===== src/rtl/cpu_pkg.sv =====
// Shared definitions for the microcode sequencer and the microcode ROM generator:
// sequencer states, sub-op word field positions and the reserved opcodes.
package cpu_pkg;

    localparam int OPW         = 8;
    localparam int IDXW        = 7;
    localparam int CTRLW       = 60;
    localparam int SUBOP_DEPTH = 71;

    // Sub-op word layout: {LAST, MEMW, ctrl[CTRLW-3:0]}
    localparam int LAST_BIT = CTRLW - 1;
    localparam int MEMW_BIT = CTRLW - 2;

    localparam logic [OPW-1:0] HALT_OPCODE = 8'h76;
    localparam logic [OPW-1:0] IRQ_OPCODE  = 8'hD3;

    typedef enum logic [2:0] {
        FETCH,
        DECODE,
        EXEC,
        HALT,
        INT
    } seq_state_t;

endpackage


===== src/rtl/microcode_sequencer.sv =====
// Microcode sequencer: fetches opcodes, walks their sub-op runs in the external
// sub-op table, and handles memory stalls, HALT and interrupt entry.
module microcode_sequencer
    import cpu_pkg::*;
#(
    parameter int              OPW         = cpu_pkg::OPW,
    parameter int              IDXW        = cpu_pkg::IDXW,
    parameter int              CTRLW       = cpu_pkg::CTRLW,
    parameter int              SUBOP_DEPTH = cpu_pkg::SUBOP_DEPTH,
    parameter logic [OPW-1:0]  HALT_OPCODE = cpu_pkg::HALT_OPCODE,
    parameter logic [OPW-1:0]  IRQ_OPCODE  = cpu_pkg::IRQ_OPCODE
) (
    input  logic              clk,
    input  logic              rst,
    input  logic [7:0]        mem_rdata,
    input  logic              mem_ack,
    output logic              fetch_req,
    output logic [OPW-1:0]    ir_opcode,
    input  logic [IDXW-1:0]   op_start_idx,
    output logic [IDXW-1:0]   subop_idx,
    input  logic [CTRLW-1:0]  subop_word,
    output logic [CTRLW-3:0]  ctrl,
    output logic              ctrl_valid,
    input  logic              irq_pending,
    input  logic              irq_enable,
    output logic              irq_ack,
    output logic              halted,
    output logic              seq_err
);

    localparam int LAST_POS = CTRLW - 1;
    localparam int MEMW_POS = CTRLW - 2;
    localparam logic [IDXW-1:0] LAST_IDX = IDXW'(SUBOP_DEPTH - 1);

    seq_state_t state_reg;

    logic word_last;
    logic word_memw;
    logic in_exec;

    assign word_last = subop_word[LAST_POS];
    assign word_memw = subop_word[MEMW_POS];
    assign in_exec   = (state_reg == EXEC);

    // Status outputs are pure decodes of the state register, so reset forces
    // them immediately and they never depend on live inputs.
    assign fetch_req  = (state_reg == FETCH);
    assign ctrl_valid = in_exec;
    assign halted     = (state_reg == HALT);
    assign irq_ack    = (state_reg == INT);
    assign ctrl       = in_exec ? subop_word[CTRLW-3:0] : '0;

    always_ff @(posedge clk or posedge rst) begin
        if (rst) begin
            state_reg <= FETCH;
            ir_opcode <= '0;
            subop_idx <= '0;
            seq_err   <= 1'b0;
        end else begin
            unique case (state_reg)
                FETCH: begin
                    if (mem_ack) begin
                        ir_opcode <= OPW'(mem_rdata);
                        state_reg <= DECODE;
                    end
                end
                DECODE: begin
                    subop_idx <= op_start_idx;
                    state_reg <= EXEC;
                end
                EXEC: begin
                    if (word_memw && !mem_ack) begin
                        state_reg <= EXEC;
                    end else if (!word_last) begin
                        // Running off the end of the table abandons the instruction
                        // rather than silently executing index 0.
                        if (subop_idx == LAST_IDX) begin
                            seq_err   <= 1'b1;
                            subop_idx <= '0;
                            state_reg <= FETCH;
                        end else begin
                            subop_idx <= subop_idx + 1'b1;
                        end
                    end else if (ir_opcode == HALT_OPCODE) begin
                        state_reg <= HALT;
                    end else if (irq_pending && irq_enable) begin
                        state_reg <= INT;
                    end else begin
                        state_reg <= FETCH;
                    end
                end
                HALT: begin
                    if (irq_pending) begin
                        state_reg <= INT;
                    end
                end
                INT: begin
                    ir_opcode <= IRQ_OPCODE;
                    state_reg <= DECODE;
                end
                default: state_reg <= FETCH;
            endcase
        end
    end

endmodule

===== config.mk =====
export PLATFORM = sky130hd
export DESIGN_NAME = microcode_sequencer
export DESIGN_NICKNAME = d
export VERILOG_FILES = /design/src/rtl/cpu_pkg.sv /design/src/rtl/microcode_sequencer.sv
export SDC_FILE = /design/constraint.sdc
export NUM_CORES = 1
export LEC_CHECK = 0
export CORE_AREA = 10 10 88 90
export DETAILED_ROUTE_END_ITERATION = 10
export DIE_AREA = 0 0 98 100
export GPL_TIMING_DRIVEN = 0
export PLACE_DENSITY = 0.75
export REMOVE_ABC_BUFFERS = 1
export SLEW_MARGIN = 20
export SYNTH_ARGS = -nofsm -noshare
export SYNTH_HDL_FRONTEND = slang
export SYNTH_SLANG_ARGS = --single-unit

===== constraint.sdc =====
create_clock -name clk -period 1.7 [get_ports clk]
set_clock_uncertainty 0.05 [all_clocks]
set_input_delay 0.17 -clock clk [delete_from_list [all_inputs] [get_ports clk]]
set_output_delay 0.17 -clock clk [all_outputs]
set_load 0.05 [all_outputs]

==> run summary, run 1 <==
gpl congestion -> 0.808
row cnt -> 29
RSZ-0062 raised after global routing -> yes
max reg flops -> 8
core area -> 6130 um^2
worst skew pair latency -> 0.26 ns
Via Count -> 2022
number of setup violations in the final report -> 68
top layer in use -> met4
net switching power -> 4.13 mW
DP Cell Count -> 416
Final Hold Fails -> 0
Num CTS Buffers -> 3
share of layout cells above drive strength 1 -> 0.387
Final Cell Area -> 3750 um^2
drt first pass iters -> 4
Post-DP Area -> 3130 um^2
CP endpoint kind -> output pin
number of max-cap violations -> 0
die width -> 98 um
most common cell after layout, fill and taps aside -> clkdlybuf4s50_1
Syn Inst Count -> 195
Die Y -> 100 um
Synth Flop Type -> dfrtp_1
Post-synth EDFFs -> 0
Tcrit/Tclk final -> 1.15
Avg Synthesized Cell Area -> 7.78 um^2
fmax -> 0.509 GHz
first-pass GRT wire length -> 11800 um
Crit path required time -> 1.48 ns
CP cell instances -> or3b_4, buf_12, clkinv_16, and2_1, buf_6
CTS tree -> yes
Final min period -> 1.96 ns
crit path max fanout -> 32
Slew HR -> 0.478
antenna-violating nets left -> 0
failing checks -> setup timing
drt wl/cell -> 19.4 um
clk sinks -> 19
Total GRT Usage -> 0.149
Comb power frac -> 0.828
Slew Viols, Final -> 0
total power -> 7.45 mW
CP delay by family, top -> simple AND/OR/NAND/NOR gates
I/O pin count -> 158
global route overflow -> 0
Post-Place Worst Slack -> -1.50 ns
register area share after synthesis -> 0.314
Fillers -> 482
cell internal pwr -> 3.32 mW
Critical Path AT -> 1.74 ns
Cell Count, Final, Fillers Out -> 435
H-tree lvl count -> 1
slowest cell on the critical path -> or3b_4
sw frac -> 0.555
Worst Setup Start Kind -> flip-flop
I/O Buffers -> 157
Sequential Power Share -> 0.129
Clk pin slew, worst setup/hold paths -> 0.07 ns
CTS root buffer -> clkbuf_8
initial antenna violation count -> 0
FF+latch area -> 477 um^2
Leak -> 1.68 nW
via/cell ratio -> 4.65
DRT met1 WL -> 3300 um
Clock Power Share -> 0.043
vias in the first global route -> 1983
hpwl dp -> 6260 um
Crit Path Class -> reg2out
most frequent cells in the layout -> clkdlybuf4s50_1, and2_4, buf_8, buf_6, and2_1
Clock Path Buffers -> 2
nets@finish -> 440
Yosys warnings -> 0
Synth Cell Area -> 1520 um^2
min setup slack post-route -> -0.263 ns
Synth-to-Final Area Change -> 147%
drc violations -> 0
met2 WL -> 4360 um
maximum VDD drop -> 0.00107 V
Hold Path Class -> in2async
run status -> finished, violations left
CTS Hold Buffers Added -> 0
Critical Path Max Stage Delay -> 0.43 ns
worst slew pin tran -> 0.782 ns
routed length on met3 -> 703 um
Yosys reg bits -> 19
Routed WL -> 8430 um
area of the die -> 9800 um^2
multi-input logic area -> 1130 um^2
worst hold margin -> 0.302 ns
Initial Util -> 0.247
Cell Pwr Density -> 1990 nW/um^2
largest net degree at the start of global routing -> 33
asr flop ratio synth -> 1.00
1st-iter DRT viols -> 39
Yosys cell types -> 38
CP bufs+invs -> 3
## cell usage after synthesis (2+ instances only)
library cell | number | area share
and2_1 | 59 | 0.24
dfrtp_1 | 19 | 0.31
nor2_1 | 17 | 0.042
a21oi_1 | 16 | 0.053
clkbuf_1 | 10 | 0.025
nand2_1 | 9 | 0.022
inv_1 | 6 | 0.015
nor2b_1 | 5 | 0.021
o22a_1 | 5 | 0.029
a31oi_1 | 3 | 0.012
nand3_1 | 3 | 0.0099
nor3_1 | 3 | 0.0099
o211ai_1 | 3 | 0.015
o21ai_0 | 3 | 0.0099
o22ai_1 | 3 | 0.012
a21o_1 | 2 | 0.0099
a221oi_2 | 2 | 0.020
a31o_2 | 2 | 0.012
and3_1 | 2 | 0.0082
ha_1 | 2 | 0.016
nand2b_1 | 2 | 0.0082
nor4_1 | 2 | 0.0082
o31ai_1 | 2 | 0.0099
## worst paths after layout
| check | start | end | slack [ns] | depth (start not counted) |
|---|---|---|---|---|
| max | state_reg[1]$_DFFE_PP0P_ | ctrl[25] | -0.26 | 5 |
| min | rst | subop_idx[1]$_DFFE_PP0P_ | 0.30 | 2 |
| max reg2reg | state_reg[1]$_DFFE_PP0P_ | subop_idx[3]$_DFFE_PP0P_ | -0.18 | 6 |
| min reg2reg | seq_err$_DFFE_PP0P_ | seq_err$_DFFE_PP0P_ | 0.42 | 1 |
| max in group asynchronous | rst | state_reg[2]$_DFFE_PP0P_ | 0.76 | 2 |
| min in group clk | seq_err$_DFFE_PP0P_ | seq_err$_DFFE_PP0P_ | 0.42 | 1 |
## per-layer routing
layer	track usage	up-vias
met5	0	-
met4	0.0447	0
met3	0.0515	5
met2	0.263	100
met1	0.164	929
li1	-	988
## power groups by stage
stage | logic, mW | clock network, mW | registers (mW)
after floorplan | 2.66 | 0 | 1.55
after global placement | 4.97 | 0 | 0.947
after detailed placement | 5.00 | 0 | 0.963
after CTS | 5.53 | 0.322 | 0.932
after global routing | 6.46 | 0.341 | 0.997
final | 6.17 | 0.323 | 0.960
## cell type report
| class | instances | share of cell area |
|---|---|---|
| Clock buffer | 4 | 0.0120 |
| Antenna cell | 1 | 0.000668 |
| Tap cell | 77 | 0.0257 |
| Timing Repair Buffer | 170 | 0.510 |
| Inverter | 7 | 0.0140 |
| Multi-Input combinational cell | 156 | 0.303 |
| Timing Repair inverter | 1 | 0.00801 |
| Sequential cell | 19 | 0.127 |
## cell families (layout without fill, tap and decap cells)
group	after synthesis	count (layout)	share of synthesized area
AO/OA/AOI/OAI	45	45	0.206
AND/OR/NAND/NOR	109	109	0.408
flip-flops	19	19	0.314
adder cells (fa/ha/maj)	2	2	0.0165
buffers and inverters	20	182	0.0553
other	0	1	0
## stage by stage
stage	utilization	TNS, ns
finish	0.611	-12.19
global route	0.611	-16.54
CTS	0.556	-11.70
detailed placement	0.510	-93.24
global placement	0.510	-130.48
floorplan	-	-71.96
## timing repair
action,CTS,global route
setup endpoints to repair,85,76
buffers inserted,12,1
pin swaps,6,4
resized for setup,461,93
cloned,1,0
Power figures use the tool's default switching activity.
==> inputs of run 2 (changes only) <==
--- a/config.mk
+++ b/config.mk
@@ -10,7 +10,6 @@
 export DIE_AREA = 0 0 98 100
 export GPL_TIMING_DRIVEN = 0
 export PLACE_DENSITY = 0.75
-export REMOVE_ABC_BUFFERS = 1
 export SLEW_MARGIN = 20
 export SYNTH_ARGS = -nofsm -noshare
 export SYNTH_HDL_FRONTEND = slang
==> run summary, run 2 (synthesis gave the netlist of run 1 again) <==
run status -> finished, violations left
failing checks -> setup timing
flop-to-flop setup slack -> -0.12 ns (+0.06 ns)
Clock Power Share -> 0.039 (-0.004)
Slew Viols, Final -> 0 (unchanged)
drc violations -> 0 (unchanged)
worst slew pin tran -> 0.733 ns (-0.0481 ns)
Crit path required time -> 1.48 ns (about the same)
hpwl dp -> 6240 um (-0.30%)
die width -> 98 um (unchanged)
Total GRT Usage -> 0.165 (+0.0161)
Critical Path AT -> 1.70 ns (-0.04 ns)
clk sinks -> 19 (unchanged)
net switching power -> 4.27 mW (+3.4%)
drt first pass iters -> 4 (unchanged)
antenna-violating nets left -> 0 (unchanged)
number of max-cap violations -> 0 (unchanged)
share of layout cells above drive strength 1 -> 0.488 (+0.101)
TNS Setup -> -12.19 ns (+0.00580 ns)
ANT cells -> 0 (-1)
Fillers -> 467 (-3.1%)
fmax -> 0.520 GHz (+2.1%)
Initial Util -> 0.247 (unchanged)
Worst Setup Start Kind -> flip-flop
Via Count -> 2135 (+5.6%)
Clock Path Buffers -> 2 (unchanged)
number of setup violations in the final report -> 67 (-1.5%)
Crit Path Class -> reg2out
CTS Hold Buffers Added -> 0 (unchanged)
min setup slack post-route -> -0.224 ns (+0.0396 ns)
core area -> 6130 um^2 (unchanged)
cell internal pwr -> 3.98 mW (+20%)
Post-DP Area -> 3370 um^2 (+7.9%)
Leak -> 1.85 nW (+9.8%)
Die Y -> 100 um (unchanged)
CTS tree -> yes
Finished Core Util -> 0.671 (+0.0594)
net count after synthesis -> 277
1st-iter DRT viols -> 52 (+33%)
drt wl/cell -> 19.3 um (-0.59%)
largest net degree at the start of global routing -> 20 (-39%)
first-pass GRT wire length -> 13200 um (+12%)
Comb power frac -> 0.846 (+0.018)
CP endpoint kind -> output pin
total power -> 8.25 mW (+11%)
Final min period -> 1.92 ns (-0.0396 ns)
Cell Pwr Density -> 2010 nW/um^2 (+0.92%)
Clk pin slew, worst setup/hold paths -> 0.07 ns (about the same)
Synth-to-Final Area Change -> 171%
most frequent cells in the layout -> clkdlybuf4s50_1, buf_8, and2_4, nor2_1, dfrtp_1
H-tree lvl count -> 1 (unchanged)
crit path max fanout -> 5 (-84%)
I/O pin count -> 158 (unchanged)
row cnt -> 29 (unchanged)
maximum VDD drop -> 0.00115 V (+7.2%)
area of the die -> 9800 um^2 (unchanged)
RSZ-0062 raised after global routing -> yes
sw frac -> 0.518 (-0.0369)
Final Hold Fails -> 0 (unchanged)
Slew HR -> 0.511 (+0.0321)
global route overflow -> 0 (unchanged)
Hold Path Class -> in2async
via/cell ratio -> 4.72 (+1.6%)
vias in the first global route -> 2263 (+14%)
max reg flops -> 8 (unchanged)
Routed WL -> 8710 um (+3.3%)
Num CTS Buffers -> 3 (unchanged)
nets@finish -> 458 (+4.1%)
Tcrit/Tclk final -> 1.13 (-0.0233)
Sequential Power Share -> 0.115 (-0.014)
worst skew pair latency -> 0.26 ns (about the same)
gpl congestion -> 0.805 (-0.35%)
CTS root buffer -> clkbuf_8
Final Cell Area -> 4110 um^2 (+9.7%)
most common cell after layout, fill and taps aside -> clkdlybuf4s50_1
number of cells on the worst reg-to-reg path -> 6 (unchanged)
I/O Buffers -> 156 (-0.64%)
initial antenna violation count -> 0 (unchanged)
-- run 2: changes by cell type in the layout (fill, tap and decap cells not counted), moves of 4 or more --
cell / before / now
clkbuf_16: 0 / 5
dfrtp_2: 1 / 5
buf_8: 37 / 63
buf_6: 23 / 6
dfrtp_1: 18 / 14
and2_1: 22 / 0
and2_4: 37 / 59
-- run 2: timing repair --
item / in CTS / in global routing
setup endpoints to repair: 82 / 74
cloned: 8 / 1
pin swaps: 6 / 4
setup buffers: 10 / 3
gates resized for setup: 539 / 15
-- run 2: routing by layer --
metal | vias up | wire length, um | global-route usage
met5 | - | 0 | 0
met4 | 0 | 55 | 0.0302
met3 | 5 | 582 | 0.0385
met2 | 108 | 4680 | 0.311
met1 | 989 | 3400 | 0.184
li1 | 1033 | - | -
-- run 2: critical path: stages, from the launching register on --
cell      delay [ns]
dfrtp_1         0.38
or3b_1          0.38
buf_6           0.17
clkinv_4        0.08
clkbuf_8        0.14
and2_4          0.15
buf_8           0.14
-- run 2: cell type report --
type                            count  area [um^2]  share of cell area
Timing Repair inverter              2         20.0             0.00487
Buffer                             11          180              0.0438
Clock buffer                        4         45.0              0.0110
Multi-Input combinational cell    156         1200               0.293
Inverter                            7         38.8             0.00943
Sequential cell                    19          482               0.117
Tap cell                           77         96.3              0.0234
Timing Repair Buffer              176         2050               0.497
-- run 2: final timing paths --
path,to,from
max,ctrl[30],state_reg[2]$_DFFE_PP0P_
min,ir_opcode[2]$_DFFE_PP0P_,rst
max reg2reg,subop_idx[0]$_DFFE_PP0P_,state_reg[2]$_DFFE_PP0P_
min reg2reg,seq_err$_DFFE_PP0P_,seq_err$_DFFE_PP0P_
max in group asynchronous,subop_idx[2]$_DFFE_PP0P_,rst
min in group clk,seq_err$_DFFE_PP0P_,seq_err$_DFFE_PP0P_
-- run 2: through the flow --
stage          setup WS [ns]  hold WS [ns]  instances
6_report              -0.224         0.279        452
4_1_cts               -0.217         0.310        448
5_1_grt               -0.271         0.356        452
3_5_place_dp          -0.952         0.421        428
2_1_floorplan        -0.0332        0.0708        195
3_3_place_gp          -0.923         0.403        428
-- run 2: power by group through the flow --
stage,registers [mW],clock network [mW],logic [mW]
2_1_floorplan,1.55,0,3.24
3_5_place_dp,0.950,0,5.56
4_1_cts,0.937,0.321,6.80
5_1_grt,0.991,0.343,7.33
3_3_place_gp,0.933,0,5.50
6_report,0.947,0.320,6.98
